[src/rtl/mem_arbiter.sv]
// mem_arbiter: shares one single-port memory between the CPU control unit and
// a DMA requester. At most one side is granted per cycle. A per-side
// consecutive-grant limit stops either side from starving the other. Read data
// returns one cycle after the grant, steered to the side that issued the read.
module mem_arbiter #(
  parameter int AW        = 16,
  parameter int DW        = 16,
  parameter int CPU_LIMIT = 4,
  parameter int DMA_LIMIT = 2
) (
  input  logic          clk,
  input  logic          rst,
  input  logic          cpu_req,
  input  logic          cpu_we,
  input  logic [AW-1:0] cpu_addr,
  input  logic [DW-1:0] cpu_wdata,
  output logic          cpu_gnt,
  output logic          cpu_rvalid,
  output logic [DW-1:0] cpu_rdata,
  input  logic          dma_req,
  input  logic          dma_we,
  input  logic [AW-1:0] dma_addr,
  input  logic [DW-1:0] dma_wdata,
  output logic          dma_gnt,
  output logic          dma_rvalid,
  output logic [DW-1:0] dma_rdata,
  output logic          mem_en,
  output logic          mem_we,
  output logic [AW-1:0] mem_addr,
  output logic [DW-1:0] mem_wdata,
  input  logic [DW-1:0] mem_rdata
);

  localparam int MAX_LIMIT = (CPU_LIMIT > DMA_LIMIT) ? CPU_LIMIT : DMA_LIMIT;
  localparam int CW        = $clog2(MAX_LIMIT + 1);

  localparam logic [CW-1:0] CPU_LIM  = CW'(CPU_LIMIT);
  localparam logic [CW-1:0] DMA_LIM  = CW'(DMA_LIMIT);
  localparam logic [CW-1:0] CNT_ONE  = CW'(1);
  localparam logic [CW-1:0] CNT_ZERO = {CW{1'b0}};

  typedef enum logic {
    OWN_CPU = 1'b0,
    OWN_DMA = 1'b1
  } owner_t;

  owner_t        owner;
  owner_t        owner_next;
  logic [CW-1:0] cnt;
  logic [CW-1:0] cnt_next;
  logic          rd_pend;
  logic          rd_pend_next;
  owner_t        rd_who;
  owner_t        rd_who_next;

  logic          own_req;
  logic          oth_req;
  logic [CW-1:0] own_lim;
  logic          grant_owner;
  logic          grant_other;
  logic          cpu_win;
  logic          dma_win;

  // Arbitration: owner keeps the bus until its run limit is hit while the other side waits.
  always_comb begin
    own_req     = 1'b0;
    oth_req     = 1'b0;
    own_lim     = CPU_LIM;
    grant_owner = 1'b0;
    grant_other = 1'b0;
    cpu_win     = 1'b0;
    dma_win     = 1'b0;
    case (owner)
      OWN_CPU: begin
        own_req = cpu_req;
        oth_req = dma_req;
        own_lim = CPU_LIM;
      end
      OWN_DMA: begin
        own_req = dma_req;
        oth_req = cpu_req;
        own_lim = DMA_LIM;
      end
      default: begin
        own_req = cpu_req;
        oth_req = dma_req;
        own_lim = CPU_LIM;
      end
    endcase
    if (own_req && ((cnt < own_lim) || !oth_req)) begin
      grant_owner = 1'b1;
    end else if (oth_req) begin
      grant_other = 1'b1;
    end else begin
      grant_owner = 1'b0;
      grant_other = 1'b0;
    end
    // Nothing reaches memory while reset is held.
    if (rst) begin
      cpu_win = 1'b0;
      dma_win = 1'b0;
    end else if (owner == OWN_CPU) begin
      cpu_win = grant_owner;
      dma_win = grant_other;
    end else begin
      cpu_win = grant_other;
      dma_win = grant_owner;
    end
  end

  // Next-state: run-length counter, ownership hand-over and read tracking.
  always_comb begin
    owner_next   = owner;
    cnt_next     = cnt;
    rd_pend_next = 1'b0;
    rd_who_next  = rd_who;
    if (grant_owner) begin
      if (cnt >= own_lim) begin
        cnt_next = own_lim;
      end else begin
        cnt_next = cnt + CNT_ONE;
      end
    end else if (grant_other) begin
      owner_next = (owner == OWN_CPU) ? OWN_DMA : OWN_CPU;
      cnt_next   = CNT_ONE;
    end else begin
      cnt_next = CNT_ZERO;
    end
    if (cpu_win && !cpu_we) begin
      rd_pend_next = 1'b1;
      rd_who_next  = OWN_CPU;
    end else if (dma_win && !dma_we) begin
      rd_pend_next = 1'b1;
      rd_who_next  = OWN_DMA;
    end else begin
      rd_pend_next = 1'b0;
      rd_who_next  = rd_who;
    end
  end

  // State registers; reset drops any outstanding read so no stale rvalid escapes.
  always_ff @(posedge clk or posedge rst) begin
    if (rst) begin
      owner   <= OWN_CPU;
      cnt     <= CNT_ZERO;
      rd_pend <= 1'b0;
      rd_who  <= OWN_CPU;
    end else begin
      owner   <= owner_next;
      cnt     <= cnt_next;
      rd_pend <= rd_pend_next;
      rd_who  <= rd_who_next;
    end
  end

  // Memory mux: route the winner's request, drive zeros when idle.
  always_comb begin
    mem_en    = 1'b0;
    mem_we    = 1'b0;
    mem_addr  = {AW{1'b0}};
    mem_wdata = {DW{1'b0}};
    if (cpu_win) begin
      mem_en    = 1'b1;
      mem_we    = cpu_we;
      mem_addr  = cpu_addr;
      mem_wdata = cpu_wdata;
    end else if (dma_win) begin
      mem_en    = 1'b1;
      mem_we    = dma_we;
      mem_addr  = dma_addr;
      mem_wdata = dma_wdata;
    end else begin
      mem_en    = 1'b0;
      mem_we    = 1'b0;
      mem_addr  = {AW{1'b0}};
      mem_wdata = {DW{1'b0}};
    end
  end

  // Read return: memory data goes only to the side that issued the pending read.
  always_comb begin
    cpu_gnt    = cpu_win;
    dma_gnt    = dma_win;
    cpu_rvalid = 1'b0;
    dma_rvalid = 1'b0;
    cpu_rdata  = {DW{1'b0}};
    dma_rdata  = {DW{1'b0}};
    if (!rst && rd_pend && (rd_who == OWN_CPU)) begin
      cpu_rvalid = 1'b1;
      cpu_rdata  = mem_rdata;
    end else if (!rst && rd_pend && (rd_who == OWN_DMA)) begin
      dma_rvalid = 1'b1;
      dma_rdata  = mem_rdata;
    end else begin
      cpu_rvalid = 1'b0;
      dma_rvalid = 1'b0;
    end
  end

endmodule

[config.mk]
export PLATFORM = sky130hd
export DESIGN_NAME = mem_arbiter
export DESIGN_NICKNAME = d
export VERILOG_FILES = /design/src/rtl/mem_arbiter.sv
export SDC_FILE = /design/constraint.sdc
export NUM_CORES = 1
export LEC_CHECK = 0
export CAP_MARGIN = 20
export CORE_AREA = 2 2 75 77
export CTS_BUF_LIST = sky130_fd_sc_hd__clkbuf_8 sky130_fd_sc_hd__clkbuf_16
export CTS_CLUSTER_SIZE = 8
export DETAILED_ROUTE_END_ITERATION = 12
export DIE_AREA = 0 0 77 79
export PLACE_DENSITY = 0.89
export SLEW_MARGIN = 5
export SYNTH_ARGS = -nofsm -noshare
export SYNTH_HDL_FRONTEND = slang
export SYNTH_SLANG_ARGS = --single-unit
[constraint.sdc]
create_clock -name clk -period 3.1 [get_ports clk]
set_clock_uncertainty 0.15 [all_clocks]
set_input_delay 0.465 -clock clk [delete_from_list [all_inputs] [get_ports clk]]
set_output_delay 0.465 -clock clk [all_outputs]
set_load 0.01 [all_outputs]
[Word-level counts from Yosys, hierarchy flattened]
Index checks and enable logic that the tools add are counted.
Widths: inputs -> output; s select.
Cells by class
  magnitude comparators: 2
  mux-type cells: 32
  add/subtract/negate cells: 1
  reduce and logical (&&, ||, !) cells: 13
  bitwise logic cells: 3
Operators by type and width (count)
  $mux 16: 7
  $mux 1: 20
  $logic_and 1x1->1: 6
  $mux 3: 2
  $pmux 3 s2: 1
  $logic_not 1->1: 4
  $pmux 1 s2: 2
  $add 3x1->3 const B: 1
  $ge 3x3->1: 1
  $lt 3x3->1: 1
  $not 1->1: 3
  $reduce_and 2->1: 1
  $reduce_bool 2->1: 1
  $logic_or 1x1->1: 1
Storage, ports and cells
  output and inout port bits: 70
  register bits: 6
  logic and storage cells: 55
  bits of input ports: 86

[Longest topological paths before layout]
Gate-level depths: netlist of the first run.
  depth in word-level cells: 11
  mapped depth: 9
  mapped depth without buffers: 6

[Worst setup path before layout of the first run]
Ideal clock, no wire load.
  kind: reg2out
  start: register owner
  end: output mem_addr[6]
  stages on the path, launching flop included: 9
  path slack: 0.646 ns
  arrival time: 1.839 ns
  path through: dfrtp_1 > ha_1 > nor2b_1 > buf_6 > or4b_4 > buf_6 > buf_6 > nand4_1 > a21oi_1
On the way
  word-level cells in the longest chain between the ends: 10
  elaborated cells between the ends (all ways): 17
RTL lines
  start: declaration: line 47  | owner_t owner;
  start signal: assignment: line 149  | owner <= owner_next;
  $not 1->1: line 73  | case (owner)
  $pmux 3 s2 / $pmux 1 s2 (equally long branches): line 73
  $lt 3x3->1 / $logic_not 1->1 (equally long branches): line 90  | if (own_req && ((cnt < own_lim) || !oth_req)) begin
  $logic_or 1x1->1: line 90
  $logic_and 1x1->1: line 90
  $mux 1: line 90
  $mux 1: line 102  | end else if (owner == OWN_CPU) begin
  $mux 1: line 99  | if (rst) begin
  $mux 16: line 167  | end else if (dma_win) begin
  $mux 16 (*): line 162  | if (cpu_win) begin
  end: declaration: line 29  | output logic [AW-1:0] mem_addr,
Mark *: on every way between the ends. The rest lies on a longest branch, timed or not. The select of a mux whose other input is x is not followed.

[Final worst setup path of the first run]
  start: register owner
  end: output mem_wdata[15]
On the way
  word-level cells in the longest chain between the ends: 10
  elaborated cells between the ends (all ways): 17
RTL lines
  $not 1->1: line 73
  $pmux 3 s2 / $pmux 1 s2 (equally long branches): line 73
  $lt 3x3->1 / $logic_not 1->1 (equally long branches): line 90
  $logic_or 1x1->1: line 90
  $logic_and 1x1->1: line 90
  $mux 1: line 90
  $mux 1: line 102
  $mux 1: line 99
  $mux 16: line 167
  $mux 16 (*): line 162
  end: declaration: line 30  | output logic [DW-1:0] mem_wdata,
Marks and branches as above.

==> impl.org, run 1 <==
** Outcome
- The flow ran to the end, and the final reports show no timing, DRC or antenna violations.

** Timing
- Dividing the final minimum period by the clock period gives 0.967.
- The final-report max-slew violation count was 0.
- Headroom to the max-slew limit :: 0.672
- In the final timing run, aggregate negative setup slack is 0 ns.
- Actual transition at the worst max-transition pin :: 0.487 ns
- The smallest clock period supported by the final layout is computed as 3.00 ns.
- Setup repair after global routing missed its margin :: no
- Setup-violating endpoint count in the final report :: 0
- Hold violation total from the final report :: 0
- For this run, the top clock speed supported by timing is 0.333 GHz.

** Finish
- The final layout contains 455 nets.
- Count of antenna diodes in the layout :: 0
- Fraction of final layout cells sized beyond drive strength 1 :: 0.0742
- From synthesis to final layout, the design area changed by 113%.

** CTS
- # hold bufs at CTS :: 0
- Sinks on Clock Net :: 6
- After clock tree synthesis, the clock-pin slew on the worst setup and hold paths is 0.04 ns.
- The root buffer cell chosen for the clock tree is clkbuf_8.
- Max H-tree Level :: 1
- Clock latency on the worst-skew pair :: 0.22 ns
- Number of clock buffers inserted by TritonCTS :: 3
- Clock tree from TritonCTS :: done
- The clock passes through at most 2 buffers.

** Synth
- Sorting the synthesized cells by how often they occur yields a21oi_1, and2_1, nand4_1.
- Share of synthesized registers carrying an async set or reset :: 1.00
- Portion of synthesized cell area occupied by the leading cell type :: 0.143
- Yosys instantiated no cell more often than a21oi_1.
- Post-synth top area cell :: o311ai_0
- The number of nets in the synthesized netlist is 313.
- Post-Synthesis Cell Area :: 1530 um2
- Share of synthesized area occupied by flip-flops and latches :: 0.0981
- Number of distinct standard cells referenced by the synthesized netlist :: 33
- Yosys attributes the largest share of cell area to o311ai_0, and2_1, nand4_1.
- Number of synthesized register bits :: 6
- Avg Synthesized Cell Area :: 6.83 um2
- Synthesis produced a netlist whose cell count is 224.
- The Yosys step of the flow raised 0 warnings.
- Yosys mapped a number of flops with a built-in enable equal to 0.
- Post-synth top flop :: dfrtp_1

** Pwr
- Dividing total power by cell area gives a power density of 507 nW/um2.
- Cell internal power was estimated by the tool at 866 uW.
- Largest voltage drop on the vdd net :: 360 uV
- Switching Share :: 0.477
- Of the total power, the clock network draws 0.072.
- Leak pwr :: 0.00141 uW
- Sequential group share of total power :: 0.082
- Of the total power, combinational logic draws 0.846.
- Final total power :: 1660 uW
- For this design the total switching power over the nets is 790 uW.

** Hold path
- The worst hold path passes through 2 cells.
- The min-delay analysis places its worst path in the category flip-flop to flip-flop.
- Min-Delay Startpoint :: rd_who$_DFFE_PP0P_

** Floorplanning
- Vert. Die Dim :: 79 um
- Rows :: 27
- Core area :: 5340 um2
- Count of boundary I/O pins :: 156
- In this run the horizontal extent of the chip is 77 um.
- Initial core utilization :: 0.287
- Die Area :: 6080 um2

** Global routing
- After global routing the overflow that remains totals 0.
- Total routing resource utilization after global routing :: 0.225
- The initial antenna violation count was 0.
- Number of global-route vias before repair :: 2381
- The first global-routing pass estimated 11.4 mm of wire.
- Largest net degree at the start of global routing :: 43

** Setup path
- Counting both buffers and inverters, the worst setup path holds a total of 2.
- Dominant delay contributor by cell family on the critical path :: simple AND/OR/NAND/NOR gates
- Element type at the critical path end :: primary output
- Type of the worst setup path :: flip-flop to primary output
- Critical path startpoint :: owner$_DFFE_PP0P_
- R2R cell count :: 6
- Slowest cell delay on critical path :: 0.63 ns
- The startpoint identified for the worst register-to-register timing path is owner$_DFFE_PP0P_.
- Critical path, cell by cell :: ha_1 -> nor2b_4 -> buf_4 -> or4b_4 -> nand4_1 -> a21oi_1 -> dlygate4sd2_1
- In this run the number of cells on the critical path is 7.
- Critical-path top delay cell :: or4b_4
- Signal arrival time at the worst endpoint :: 2.38 ns
- Worst Setup Start Kind :: flip-flop
- Maximum fanout along the worst path :: 18
- Required time of the critical path :: 2.48 ns

** Drt
- After detailed routing, the number of remaining DRC violations is 0.
- Total detailed-routing wirelength :: 7.44 mm
- Antenna Nets Post-Route :: 0
- First DRT Iteration DRCs :: 161
- WL per Instance :: 17.1 um
- Across all layers, the routed design uses 2469 vias.
- The first TritonRoute pass finished after 4 iterations.
- Via density per instance :: 5.66

** Placement
- Routability-driven placement finished with a final weighted congestion of 0.778.
- Placed wire-length estimate :: 5.11 mm
- Port-buffer cells :: 155

** Run
- Maximum Capacitance Violations :: 0
-- worst paths after layout --
path	endpoint	slack, ns
min in group asynchronous	cnt[0]$_DFF_PP0_	0.45
worst max-delay path	mem_wdata[15]	0.10
worst max register to register	rd_who$_DFFE_PP0P_	0.91
worst min-delay path	rd_who$_DFFE_PP0P_	0.43
max in group asynchronous	cnt[1]$_DFF_PP0_	2.22
worst min register to register	rd_who$_DFFE_PP0P_	0.43
-- cell type report --
cell class / instances / area (um2)
clock buffers: 3 / 41.3
well taps: 72 / 90.1
flip-flops and latches: 6 / 150
fillers: 463 / 2070
repair buffers: 173 / 1750
inverters: 7 / 26.3
multi-input cells: 175 / 1210
-- power by group through the flow --
stage	clock, uW	combinational, uW	sequential [uW]
floorplan	0	735	130
global placement	0	1170	134
detailed placement	0	1210	136
CTS	119	1330	135
global route	125	1510	139
finish	119	1400	135
-- flip-flops by register name, summed over array words and instances (netlist names) --
signal,flops
rd_pend,1
owner,1
cnt,3
rd_who,1
-- cells in the final DEF, fill, tap and decap left out, types with 2 or more instances in the layout --
cell type          n
nor3b_1            2
o21ai_0            4
nand2_1            2
buf_12             4
a31oi_1            2
buf_4             13
dlygate4sd2_1     25
dfrtp_1            6
dlymetal6s2s_1    10
a21oi_1           37
nand4_1           34
ha_1               3
clkdlybuf4s50_1  120
clkbuf_8           3
nor2_1             4
o311ai_0          15
a221oi_1           2
o311ai_1          19
and2_1            34
inv_1              7
or4b_4             2
-- metal layers --
layer  vias up  track usage  part of all wire
met5         -            0                 0
met4         0       0.0750             0.025
met3        18       0.0648              0.10
met2       161        0.418              0.50
met1      1121        0.247              0.37
li1       1169            -                 -
-- logic make-up (layout without fill, tap and decap cells) --
| family | after synthesis | after routing | share of synthesized area |
|---|---|---|---|
| xor+xnor | 1 | 1 | 0.00572 |
| flops | 6 | 6 | 0.0981 |
| fa+ha+maj | 3 | 3 | 0.0245 |
| simple gates | 84 | 85 | 0.347 |
| buf+inv | 44 | 183 | 0.136 |
| compound gates | 86 | 86 | 0.389 |
-- worst min-delay path: stages, from the launching register on --
cell     delay (ns)
dfrtp_1        0.35
a31oi_1        0.05
a31oi_1        0.14
-- timing repair --
action,in CTS,in global routing
gates resized for setup,33,18
pin swaps,3,2
setup endpoints to repair,35,20
cloned,1,1
setup buffers,4,1
-- per-stage QoR --
step	util	instances	hold slack, ns	worst slack (ns)	instance area, um2
floorplan	-	224	0.124	0.646	1530
global placement	0.586	426	0.415	0.0201	3130
detailed placement	0.586	426	0.426	-0.0336	3130
CTS	0.602	434	0.436	-0.0589	3210
global route	0.612	436	0.474	0.00776	3270
finish	0.612	436	0.433	0.101	3270
(Power assumes the default switching activity.)
==> inputs of run 2 (changes only) <==
--- a/config.mk
+++ b/config.mk
@@ -12,6 +12,8 @@
 export DETAILED_ROUTE_END_ITERATION = 12
 export DIE_AREA = 0 0 77 79
 export PLACE_DENSITY = 0.89
+export REMOVE_ABC_BUFFERS = 1
+export SKIP_CTS_REPAIR_TIMING = 1
 export SLEW_MARGIN = 5
 export SYNTH_ARGS = -nofsm -noshare
 export SYNTH_HDL_FRONTEND = slang
==> impl.org, run 2 (synthesized netlist as in run 1, its figures left out) <==
** Finish
- Non-filler cells, final :: 443 (+1.6%)
- Fraction of final layout cells sized beyond drive strength 1 :: 0.102 (+0.0283)
- In the layout the commonest cells are clkdlybuf4s50_1, a21oi_1, and2_1, nand4_1, dlymetal6s2s_1.
- Commonest non-fill, non-tap cell in the layout :: clkdlybuf4s50_1
- Number of flip-flops in the largest register :: 3 (unchanged)
- The area of the multi-input gates was 1260 um2 (+4.0%).
- Area grow syn2layout :: 123%
- Count of nets after finishing :: 462 (+1.5%)
- The final antenna diode count is 0 (unchanged).
- The register cell area after layout came to 150 um2 (unchanged).
- Post-route cell area :: 3410 um2 (+4.3%)
- Filler Cells Inserted :: 445 (-3.9%)
- Register with the most flip-flops :: cnt

** Setup path
- The worst setup path is launched from a flip-flop.
- STA classifies the critical path endpoint as a primary output.
- Type of the worst setup path :: flip-flop to primary output
- Required time of the critical path :: 2.48 ns (about the same)
- Signal arrival time at the worst endpoint :: 2.51 ns (+0.13 ns)
- Maximum fanout along the worst path :: 8 (-10)

** Placement
- The cell total after placement is 430 (+0.94%).
- The placed cell area came to 3140 um2 (+0.16%).
- Final weighted congestion in routability-driven placement :: 0.773 (-0.67%)
- The half-perimeter wire length after placement was 5.22 mm (+2.2%).
- Port-buffer cells :: 155 (unchanged)

** Pwr
- Leak pwr :: 0.00166 uW (+18%)
- The part of the total power dissipated in sequential elements was 0.080 (-0.002).
- The maximum vdd drop came to 303 uV (-16%).
- The switching share of total power is 0.479 (+0.00238).
- The share of power burned in the clock network came to 0.071 (about the same).
- The part of the total power dissipated in combinational logic was 0.849 (+0.003).
- The total power per unit cell area was 505 nW/um2 (-0.37%).
- Switching power :: 825 uW (+4.5%)
- Internal :: 896 uW (+3.5%)

** CTS
- The number of sinks driven by the clock tree is 6 (unchanged).
- TritonCTS built the clock tree.
- Clock tree synthesis selected as its root buffer the cell clkbuf_8.
- The clock transition at the register clock pins on the worst setup and hold paths after CTS was 0.04 ns (about the same).
- The clock latency on the worst-skew pair was 0.23 ns (about the same).
- Number of clock buffers inserted by TritonCTS :: 3 (unchanged)
- The maximum clock path buffer count came to 2 (unchanged).
- The number of H-tree levels is 1 (unchanged).

** Timing
- Setup repair after global routing could not meet its margin everywhere.
- Headroom to the max-slew limit :: 0.714 (+0.0422)
- The count of endpoints failing setup in the final report was 2 (+2).
- Actual transition at the worst max-transition pin :: 0.429 ns (-0.0581 ns)
- The setup slack of the critical path after layout came to -0.0296 ns (-0.131 ns).
- The maximum clock rate was 0.320 GHz (-4.2%).
- The total negative setup slack was -0.0424 ns (-0.0424 ns).
- Hold violation total from the final report :: 0 (unchanged)
- The hold slack was 0.438 ns (+0.00418 ns).
- The final-report max-slew violation count came to 0 (unchanged).
- The final period utilization came to 1.01 (+0.0422).
- Final Critical Period :: 3.13 ns (+0.131 ns)

** Floorplanning
- The overall die width was 77 um (unchanged).
- The floorplan die area came to 6080 um2 (unchanged).
- Rows :: 27 (unchanged)
- The standard cell core area came to 5340 um2 (unchanged).
- Count of boundary I/O pins :: 156 (unchanged)
- The y dimension of the die is 79 um (unchanged).
- Initial core utilization :: 0.287 (unchanged)

** Outcome
- The run finished, with violations left.
- Violated checks :: negative setup slack

** Drt
- The total iterations of the first detailed-routing run was 4 (unchanged).
- The average routed wire per standard cell was 18.4 um (+7.5%).
- The vias after detailed routing was 2599 (+5.3%).
- The residual DRC count came to 0 (unchanged).
- First DRT Iteration DRCs :: 195 (+21%)
- The post-detailed-route via-to-cell ratio came to 5.87 (+3.6%).
- Total detailed-routing wirelength :: 8.13 mm (+9.2%)
- Antenna Nets Post-Route :: 0 (unchanged)

** Global routing
- The via count of the first global-routing pass is 2400 (+0.80%).
- Global-route congestion overflow total :: 0 (unchanged)
- Wire length of the first global-routing pass :: 11.3 mm (-0.61%)
- Initial antenna violation count :: 0 (unchanged)
- The maximum number of pins on one net before global-route repair was 42 (-2.3%).
- Total routing resource utilization after global routing :: 0.224 (-0.00118)

** Run
- The count of max-cap constraint violations was 0 (unchanged).

** Hold path
- The tightest min-delay check is of the flip-flop to flip-flop type.
[run 2: metrics by stage]
stage	util	power [uW]	worst slack [ns]
after floorplan	-	731	0.311
after global placement	0.587	1340	0.0483
after detailed placement	0.587	1370	0.0194
after CTS	0.595	1500	-0.138
after global routing	0.638	1830	-0.143
final	0.638	1720	-0.0296
[run 2: worst max-delay path, stage by stage (launching register included)]
cell and delay (ns):
dfrtp_1 0.39, ha_2 0.29, nor2b_4 0.15, buf_4 0.15
or4b_4 0.61, nand4_1 0.12, a21oi_1 0.07, clkdlybuf4s50_1 0.51
[run 2: routing by layer]
metal  vias to the layer above  global-route usage  routed length (um)
li1                       1191                   -                   -
met1                      1228               0.251                3080
met2                       168               0.395                4030
met3                        12              0.0784                 898
met4                         0              0.0821                 114
met5                         -                   0                   0
[run 2: cell type report]
| class | instances | area share |
|---|---|---|
| tap | 72 | 0.0264 |
| multi-input combinational | 177 | 0.369 |
| inverter | 7 | 0.00771 |
| clock buffer | 3 | 0.0121 |
| timing repair buffer | 178 | 0.541 |
| sequential | 6 | 0.0441 |
[run 2: power groups by stage]
stage | logic [uW] | registers [uW] | clock network [uW]
after floorplan | 589 | 142 | 0
after global placement | 1210 | 136 | 0
after detailed placement | 1240 | 137 | 0
after CTS | 1240 | 137 | 124
after global routing | 1560 | 141 | 127
final | 1460 | 137 | 122
[run 2: path summary, 6_finish.rpt]
kind | depth (start not counted) | start | slack [ns] | to
setup reg to reg | 7 | owner$_DFFE_PP0P_ | 0.85 | rd_who$_DFFE_PP0P_
hold reg to reg | 2 | rd_who$_DFFE_PP0P_ | 0.44 | rd_who$_DFFE_PP0P_
min in group asynchronous | 3 | rst | 0.49 | rd_who$_DFFE_PP0P_
setup / recovery | 7 | owner$_DFFE_PP0P_ | -0.03 | mem_wdata[0]
hold / removal | 2 | rd_who$_DFFE_PP0P_ | 0.44 | rd_who$_DFFE_PP0P_
max in group asynchronous | 3 | rst | 2.18 | cnt[0]$_DFF_PP0_
==> inputs of run 3 (changes only) <==
--- a/config.mk
+++ b/config.mk
@@ -14,7 +14,7 @@
 export PLACE_DENSITY = 0.89
 export REMOVE_ABC_BUFFERS = 1
 export SKIP_CTS_REPAIR_TIMING = 1
-export SLEW_MARGIN = 5
+export SLEW_MARGIN = 0
 export SYNTH_ARGS = -nofsm -noshare
 export SYNTH_HDL_FRONTEND = slang
 export SYNTH_SLANG_ARGS = --single-unit
==> results of run 3 <==
Final layout, timing and power as in run 2 (identical DEF).
